File: src/rtl/uart_echo_fifo_pkg.sv
// Shared constants and state encoding for the UART echo FIFO.
// ASCII codes, transmit FSM states and small byte helpers.
package uart_echo_fifo_pkg;

   localparam logic [7:0] ASCII_CR = 8'h0D;
   localparam logic [7:0] ASCII_LF = 8'h0A;

   typedef enum logic [2:0] {
      ST_IDLE       = 3'd0,
      ST_ISSUE      = 3'd1,
      ST_WAIT_START = 3'd2,
      ST_WAIT_DONE  = 3'd3,
      ST_ISSUE_LF   = 3'd4
   } tx_state_e;

   function automatic logic is_cr(input logic [7:0] b);
      return b == ASCII_CR;
   endfunction

endpackage

File: src/rtl/uart_echo_fifo_fifo_sync.sv
// Synchronous byte FIFO with registered read port and sticky overflow.
// A push while full is accepted only when a pop happens in the same cycle.
module fifo_sync #(
   parameter int WIDTH      = 8,
   parameter int DEPTH_LOG2 = 4
) (
   input  logic                  mclk,
   input  logic                  reset,
   input  logic                  wr_en,
   input  logic [WIDTH-1:0]      wr_data,
   input  logic                  rd_en,
   output logic [WIDTH-1:0]      rd_data,
   output logic [DEPTH_LOG2:0]   count,
   output logic                  empty,
   output logic                  overflow,
   input  logic                  overflow_clear
);

   localparam int DEPTH = 1 << DEPTH_LOG2;
   localparam int CW    = DEPTH_LOG2 + 1;
   localparam logic [CW-1:0] FULL_CNT = CW'(DEPTH);

   logic [DEPTH_LOG2-1:0] wr_ptr_q, wr_ptr_d;
   logic [DEPTH_LOG2-1:0] rd_ptr_q, rd_ptr_d;
   logic [CW-1:0]         count_q, count_d;
   logic                  ovf_q, ovf_d;
   logic [WIDTH-1:0]      rd_data_q;
   logic [WIDTH-1:0]      mem [DEPTH];
   logic                  full;
   logic                  push;
   logic                  pop;

   assign full  = count_q == FULL_CNT;
   assign empty = count_q == '0;
   assign pop   = rd_en && !empty;
   assign push  = wr_en && (!full || pop);

   assign rd_data  = rd_data_q;
   assign count    = count_q;
   assign overflow = ovf_q;

   // Next pointers, occupancy and sticky overflow (a drop beats a clear).
   always_comb begin
      wr_ptr_d = wr_ptr_q;
      rd_ptr_d = rd_ptr_q;
      count_d  = count_q;
      ovf_d    = ovf_q;
      if (push) wr_ptr_d = wr_ptr_q + 1'b1;
      if (pop)  rd_ptr_d = rd_ptr_q + 1'b1;
      case ({push, pop})
         2'b10:   count_d = count_q + 1'b1;
         2'b01:   count_d = count_q - 1'b1;
         default: count_d = count_q;
      endcase
      if (overflow_clear) ovf_d = 1'b0;
      if (wr_en && !push) ovf_d = 1'b1;
   end

   // Control state registers.
   always_ff @(posedge mclk) begin
      if (!reset) begin
         wr_ptr_q <= '0;
         rd_ptr_q <= '0;
         count_q  <= '0;
         ovf_q    <= 1'b0;
      end else begin
         wr_ptr_q <= wr_ptr_d;
         rd_ptr_q <= rd_ptr_d;
         count_q  <= count_d;
         ovf_q    <= ovf_d;
      end
   end

   // Storage array; no reset so it maps onto block RAM.
   always_ff @(posedge mclk) begin
      if (push) mem[wr_ptr_q] <= wr_data;
   end

   // Registered read; holds the last popped byte until the next pop.
   always_ff @(posedge mclk) begin
      if (!reset) begin
         rd_data_q <= '0;
      end else if (pop) begin
         rd_data_q <= mem[rd_ptr_q];
      end
   end

endmodule

File: src/rtl/uart_echo_fifo.sv
// Echo FIFO and transmit sequencer between uart_rx and uart_tx.
// Optionally follows every transmitted CR with an inserted LF.
module uart_echo_fifo
   import uart_echo_fifo_pkg::*;
#(
   parameter int DEPTH_LOG2    = 4,
   parameter int CRLF_EXPAND   = 1,
   parameter int START_TIMEOUT = 64
) (
   input  logic                mclk,
   input  logic                reset,
   input  logic [7:0]          in_data,
   input  logic                in_strobe,
   output logic [7:0]          tx_data,
   output logic                tx_strobe,
   input  logic                tx_busy,
   output logic [DEPTH_LOG2:0] count,
   output logic                overflow,
   input  logic                overflow_clear
);

   // Strobe cycle counts as the first cycle of the start window.
   localparam logic [7:0] TMO_LAST = 8'(START_TIMEOUT - 1);

   tx_state_e  state_q, state_d;
   logic       strobe_q, strobe_d;
   logic       lf_sel_q, lf_sel_d;
   logic [7:0] tmr_q, tmr_d;
   logic       pop;
   logic       empty;
   logic [7:0] rd_data;
   logic       need_lf;

   fifo_sync #(
      .WIDTH      (8),
      .DEPTH_LOG2 (DEPTH_LOG2)
   ) u_fifo (
      .mclk           (mclk),
      .reset          (reset),
      .wr_en          (in_strobe),
      .wr_data        (in_data),
      .rd_en          (pop),
      .rd_data        (rd_data),
      .count          (count),
      .empty          (empty),
      .overflow       (overflow),
      .overflow_clear (overflow_clear)
   );

   // The RAM output register doubles as the tx_data hold register.
   assign tx_data   = lf_sel_q ? ASCII_LF : rd_data;
   assign tx_strobe = strobe_q;
   assign need_lf   = (CRLF_EXPAND != 0) && !lf_sel_q
                      && is_cr(rd_data);

   // Transmit sequencing: pop, strobe, wait for start, wait for done.
   always_comb begin
      state_d  = state_q;
      strobe_d = 1'b0;
      lf_sel_d = lf_sel_q;
      tmr_d    = tmr_q;
      pop      = 1'b0;
      unique case (state_q)
         ST_IDLE: begin
            if (!empty) begin
               pop      = 1'b1;
               strobe_d = 1'b1;
               lf_sel_d = 1'b0;
               state_d  = ST_ISSUE;
            end
         end
         ST_ISSUE, ST_ISSUE_LF: begin
            tmr_d   = 8'd1;
            state_d = ST_WAIT_START;
         end
         ST_WAIT_START: begin
            if (tx_busy || tmr_q == TMO_LAST) begin
               state_d = ST_WAIT_DONE;
            end else begin
               tmr_d = tmr_q + 8'd1;
            end
         end
         ST_WAIT_DONE: begin
            if (!tx_busy) begin
               if (need_lf) begin
                  strobe_d = 1'b1;
                  lf_sel_d = 1'b1;
                  state_d  = ST_ISSUE_LF;
               end else begin
                  state_d = ST_IDLE;
               end
            end
         end
         default: state_d = ST_IDLE;
      endcase
   end

   // Sequencer registers; reset drops any pending LF insertion.
   always_ff @(posedge mclk) begin
      if (!reset) begin
         state_q  <= ST_IDLE;
         strobe_q <= 1'b0;
         lf_sel_q <= 1'b0;
         tmr_q    <= 8'd0;
      end else begin
         state_q  <= state_d;
         strobe_q <= strobe_d;
         lf_sel_q <= lf_sel_d;
         tmr_q    <= tmr_d;
      end
   end

endmodule

File: config.mk
export PLATFORM = sky130hd
export DESIGN_NAME = uart_echo_fifo
export DESIGN_NICKNAME = d
export VERILOG_FILES = /design/src/rtl/uart_echo_fifo_pkg.sv /design/src/rtl/uart_echo_fifo_fifo_sync.sv /design/src/rtl/uart_echo_fifo.sv
export SDC_FILE = /design/constraint.sdc
export NUM_CORES = 1
export LEC_CHECK = 0
export ABC_AREA = 0
export CORE_UTILIZATION = 31
export DETAILED_ROUTE_END_ITERATION = 8
export SYNTH_ARGS = -nofsm -noshare
export SYNTH_HDL_FRONTEND = slang
export SYNTH_SLANG_ARGS = --single-unit
File: constraint.sdc
create_clock -name mclk -period 4.17 [get_ports mclk]
set_input_delay 0.6255 -clock mclk [delete_from_list [all_inputs] [get_ports mclk]]
set_output_delay 0.6255 -clock mclk [all_outputs]
set_load 0.02 [all_outputs]
==> impl_metrics.json <==
{
  "status": "complete, no violations",
  "root_buffer": "clkbuf_16",
  "cp_top_family": "compound AO/OA/AOI/OAI gates",
  "cts-resized-gates": 0,
  "final_nets": 506,
  "yosysWarnings": 0,
  "synth-edff-count": 128,
  "cts_num_sinks": 163,
  "dieHeight_microns": 149,
  "hold_viol_final": 0,
  "htree_levels": 4,
  "grtUsageMet3": 0.0338,
  "rsz0062_at_grt": "false",
  "routedWlPerCell_microns": 18.4,
  "synthTopCellsByCount": "edfxtp_1 (128), dfxtp_1 (35), mux2i_1 (35), nor2_1 (24), a21oi_1 (18)",
  "maxSlewHeadroom": 0.443,
  "grt_start_max_net_pins": 35,
  "port-buffer-count": 27,
  "power_density_nw_per_um2": 571,
  "initial_core_util": 0.319,
  "min_path_cells": 2,
  "cap_violations": 0,
  "cp.required_ns": 4.53,
  "intPower_mw": 3.16,
  "die_w_microns": 149,
  "finClkSkew_ns": 0.00978,
  "layout_min_cycle_time_ns": 3.39,
  "dp_hpwl_mm": 9.24,
  "vias": 3900,
  "finalCritPeriodShare": 0.812,
  "wirelength_mm": 14.2,
  "switching_share": 0.297,
  "layout-drive-gt1-share": 0.135,
  "endpoint_kind": "register",
  "cpPeakStageDelay_ns": 0.66,
  "grt_pass1_vias": 3810,
  "timing.fmax_mhz": 295,
  "antenna_cells": 0,
  "worst_pin_slew_ns": 0.833,
  "pwr-share-clk": 0.350,
  "combPwrFrac": 0.216,
  "p_seq_frac": 0.435,
  "areaGrowthSynthToFinish_pct": 16.9,
  "cts_buffer_depth": 2,
  "min_path_type": "reg -> reg",
  "cts-buffers-inserted": 17,
  "cts.clk_slew.worst_paths_ns": 0.07,
  "syn_nets": 479,
  "tns_ns": 0,
  "synth.most_common_cell": "edfxtp_1",
  "holdBufCountCts": 0,
  "r2r_cells": 11,
  "path_cells": "nor3_1 > o21ai_1 > buf_4 > inv_1 > ha_1 > xor2_1 > ha_1 > o21a_1 > o21a_1 > o32ai_1 > mux2i_1",
  "synth_seq_cells": 163,
  "critPathMaxFanout": 13,
  "antenna_found_initial": 0,
  "p_switching_mw": 1.34,
  "p_leak_nw": 2.49,
  "dieArea_sq_um": 22300,
  "cp-start-kind": "register",
  "yosysTopAreaCellShare": 0.570,
  "grt_overflow_total": 0,
  "drt_iter0_markers": 294,
  "worstSetupPathType": "reg -> reg",
  "hp-start": "u_fifo.overflow",
  "min_to": "u_fifo.overflow",
  "irDropWorstVdd_mv": 0.323,
  "synthArstFlopShare": 0,
  "core-area_sq_um": 21200,
  "grtUsageMet2": 0.210,
  "instances_no_fill": 771,
  "cts_setup_buffers": 0,
  "cpMaxStageDelayCell": "nor3_1",
  "avgViaCountPerCell": 5.06,
  "avgSynthCellArea_sq_um": 14.8,
  "synth_seq_area_share": 0.674,
  "cts_tree": "built",
  "worstSkewPairLatency_ns": 0.43,
  "yosys.area.top_type": "edfxtp_1",
  "setup_viol": 0,
  "grt_first_pass_wirelength_mm": 21.9,
  "rrSetupSlack_ns": 0.78,
  "dp.cells": 739,
  "path_buf_inv": 2,
  "syn_inst": 456,
  "place.gp.congestion": 0.816,
  "antenna_left": 0,
  "netlist_area_sq_um": 6740,
  "ys_top_cells_by_area": "edfxtp_1 (57%), dfxtp_1 (10%), mux4_2 (5.3%), mux2i_1 (5.2%), ha_1 (1.9%)",
  "arrival_ns": 3.75,
  "ys_types": 51,
  "post-route-drc-count": 0,
  "first_pass_iters": 5,
  "rows": 53,
  "synth_flop_cell": "edfxtp_1",
  "final_max_slew_viol_count": 0,
  "pin_count": 28,
  "busiest_layer": "met2",
  "r2r-start": "state_q[0]",
  "r2r-end": "u_fifo.count[4]",
  "grtUsageTotal": 0.136,
  "use_met1": 0.185
}
layout make-up:
type	count	area [sq um]
Fill cell	1956	13300
Clock buffer	17	425
Sequential cell	163	4550
Multi-Input combinational cell	257	2030
Timing Repair Buffer	35	330
Clock inverter	15	168
Inverter	9	33.8
Tap cell	275	344
sequential cells by signal, summed over array words and instances (netlist names):
name and cells:
u_fifo.mem 128, u_fifo.overflow 1, u_fifo.rd_data 8, state_q 3
u_fifo.wr_ptr_q 4, tx_strobe 1, u_fifo.count 5, lf_sel_q 1
tmr_q 8, u_fifo.rd_ptr_q 4
worst register-to-register path, stage by stage, from the launching register on:
cell,delay [ns]
dfxtp_1,0.39
nor3_1,0.66
o21ai_1,0.14
buf_4,0.22
inv_1,0.29
ha_1,0.41
xor2_1,0.12
ha_1,0.23
o21a_1,0.19
o21a_1,0.17
o32ai_1,0.28
mux2i_1,0.22
cells by family (layout without fill, tap and decap cells):
logic type / after synthesis / in the layout / synth area share
adders and majority gates: 10 / 10 / 0.0186
xor gates and xnor gates: 10 / 10 / 0.0130
DFF: 163 / 163 / 0.674
AOI/OAI and AO/OA: 81 / 81 / 0.0804
muxes: 51 / 51 / 0.105
and+or+nand+nor: 105 / 105 / 0.0841
buffers and inverters: 36 / 76 / 0.0243
metrics by stage:
stage | utilization | area [sq um] | worst slack [ns] | total power, mW | hold WS, ns
3_5_place_dp | 0.344 | 7290 | 0.805 | 2.95 | 0.487
5_1_grt | 0.372 | 7880 | 0.470 | 4.69 | 0.525
4_1_cts | 0.372 | 7880 | 0.799 | 4.52 | 0.497
6_report | 0.372 | 7880 | 0.783 | 4.50 | 0.486
2_1_floorplan | - | 6740 | 1.08 | 2.64 | 0.447
3_3_place_gp | 0.344 | 7290 | 0.949 | 2.92 | 0.461
cell usage in the layout, fill, tap and decap left out, drive strengths merged, types with 2 or more instances in the layout:
| cell | netlist | routed |
|---|---|---|
| mux4 | 16 | 16 |
| a31oi | 6 | 6 |
| nor3 | 15 | 15 |
| or2 | 3 | 3 |
| ha | 10 | 10 |
| a41oi | 3 | 3 |
| nor2 | 24 | 24 |
| buf | 14 | 8 |
| nand2 | 13 | 13 |
| nand4 | 2 | 2 |
| or3b | 2 | 2 |
| clkinv | 1 | 6 |
| edfxtp | 128 | 128 |
| nor2b | 9 | 9 |
| o311ai | 3 | 3 |
| inv | 8 | 16 |
| nor4 | 2 | 2 |
| dfxtp | 35 | 35 |
| clkbuf | 13 | 17 |
| o21a | 2 | 2 |
| a21o | 2 | 2 |
| nand3 | 10 | 10 |
| and3 | 6 | 6 |
| xor2 | 7 | 7 |
| mux2i | 35 | 35 |
| a21oi | 18 | 18 |
| o21ai | 12 | 12 |
| nand2b | 7 | 7 |
| a22oi | 8 | 8 |
| bufinv | 0 | 2 |
| a211oi | 4 | 4 |
| or3 | 3 | 3 |
| clkdlybuf4s50 | 0 | 27 |
| o22ai | 16 | 16 |
| o211ai | 2 | 2 |
| xnor2 | 3 | 3 |
| nand3b | 4 | 4 |
how the worst max path moves through the flow:
stage / cells after the start / start / endpoint
after CTS: 11 / state_q[2] / u_fifo.count[4]
after global placement: 10 / in_strobe / u_fifo.count[4]
after global routing: 11 / state_q[0] / u_fifo.count[4]
after detailed placement: 11 / state_q[2] / u_fifo.count[4]
final: 11 / state_q[0] / u_fifo.count[4]
after floorplan: 13 / u_fifo.count[1] / u_fifo.count[4]
power groups by stage:
| stage | combinational (mW) | sequential (mW) | clock (mW) |
|---|---|---|---|
| 6_report | 0.971 | 1.96 | 1.57 |
| 4_1_cts | 0.973 | 1.95 | 1.59 |
| 3_5_place_dp | 0.966 | 1.99 | 0 |
| 3_3_place_gp | 0.940 | 1.98 | 0 |
| 2_1_floorplan | 0.683 | 1.96 | 0 |
| 5_1_grt | 1.06 | 1.97 | 1.67 |
per-layer routing:
metal  up-vias  wire length [microns]
met2       107                   6680
li1       1828                      -
met5         -                      0
met3         9                    754
met1      1956                   6610
met4         0                    157
(Power assumes the default switching activity.)
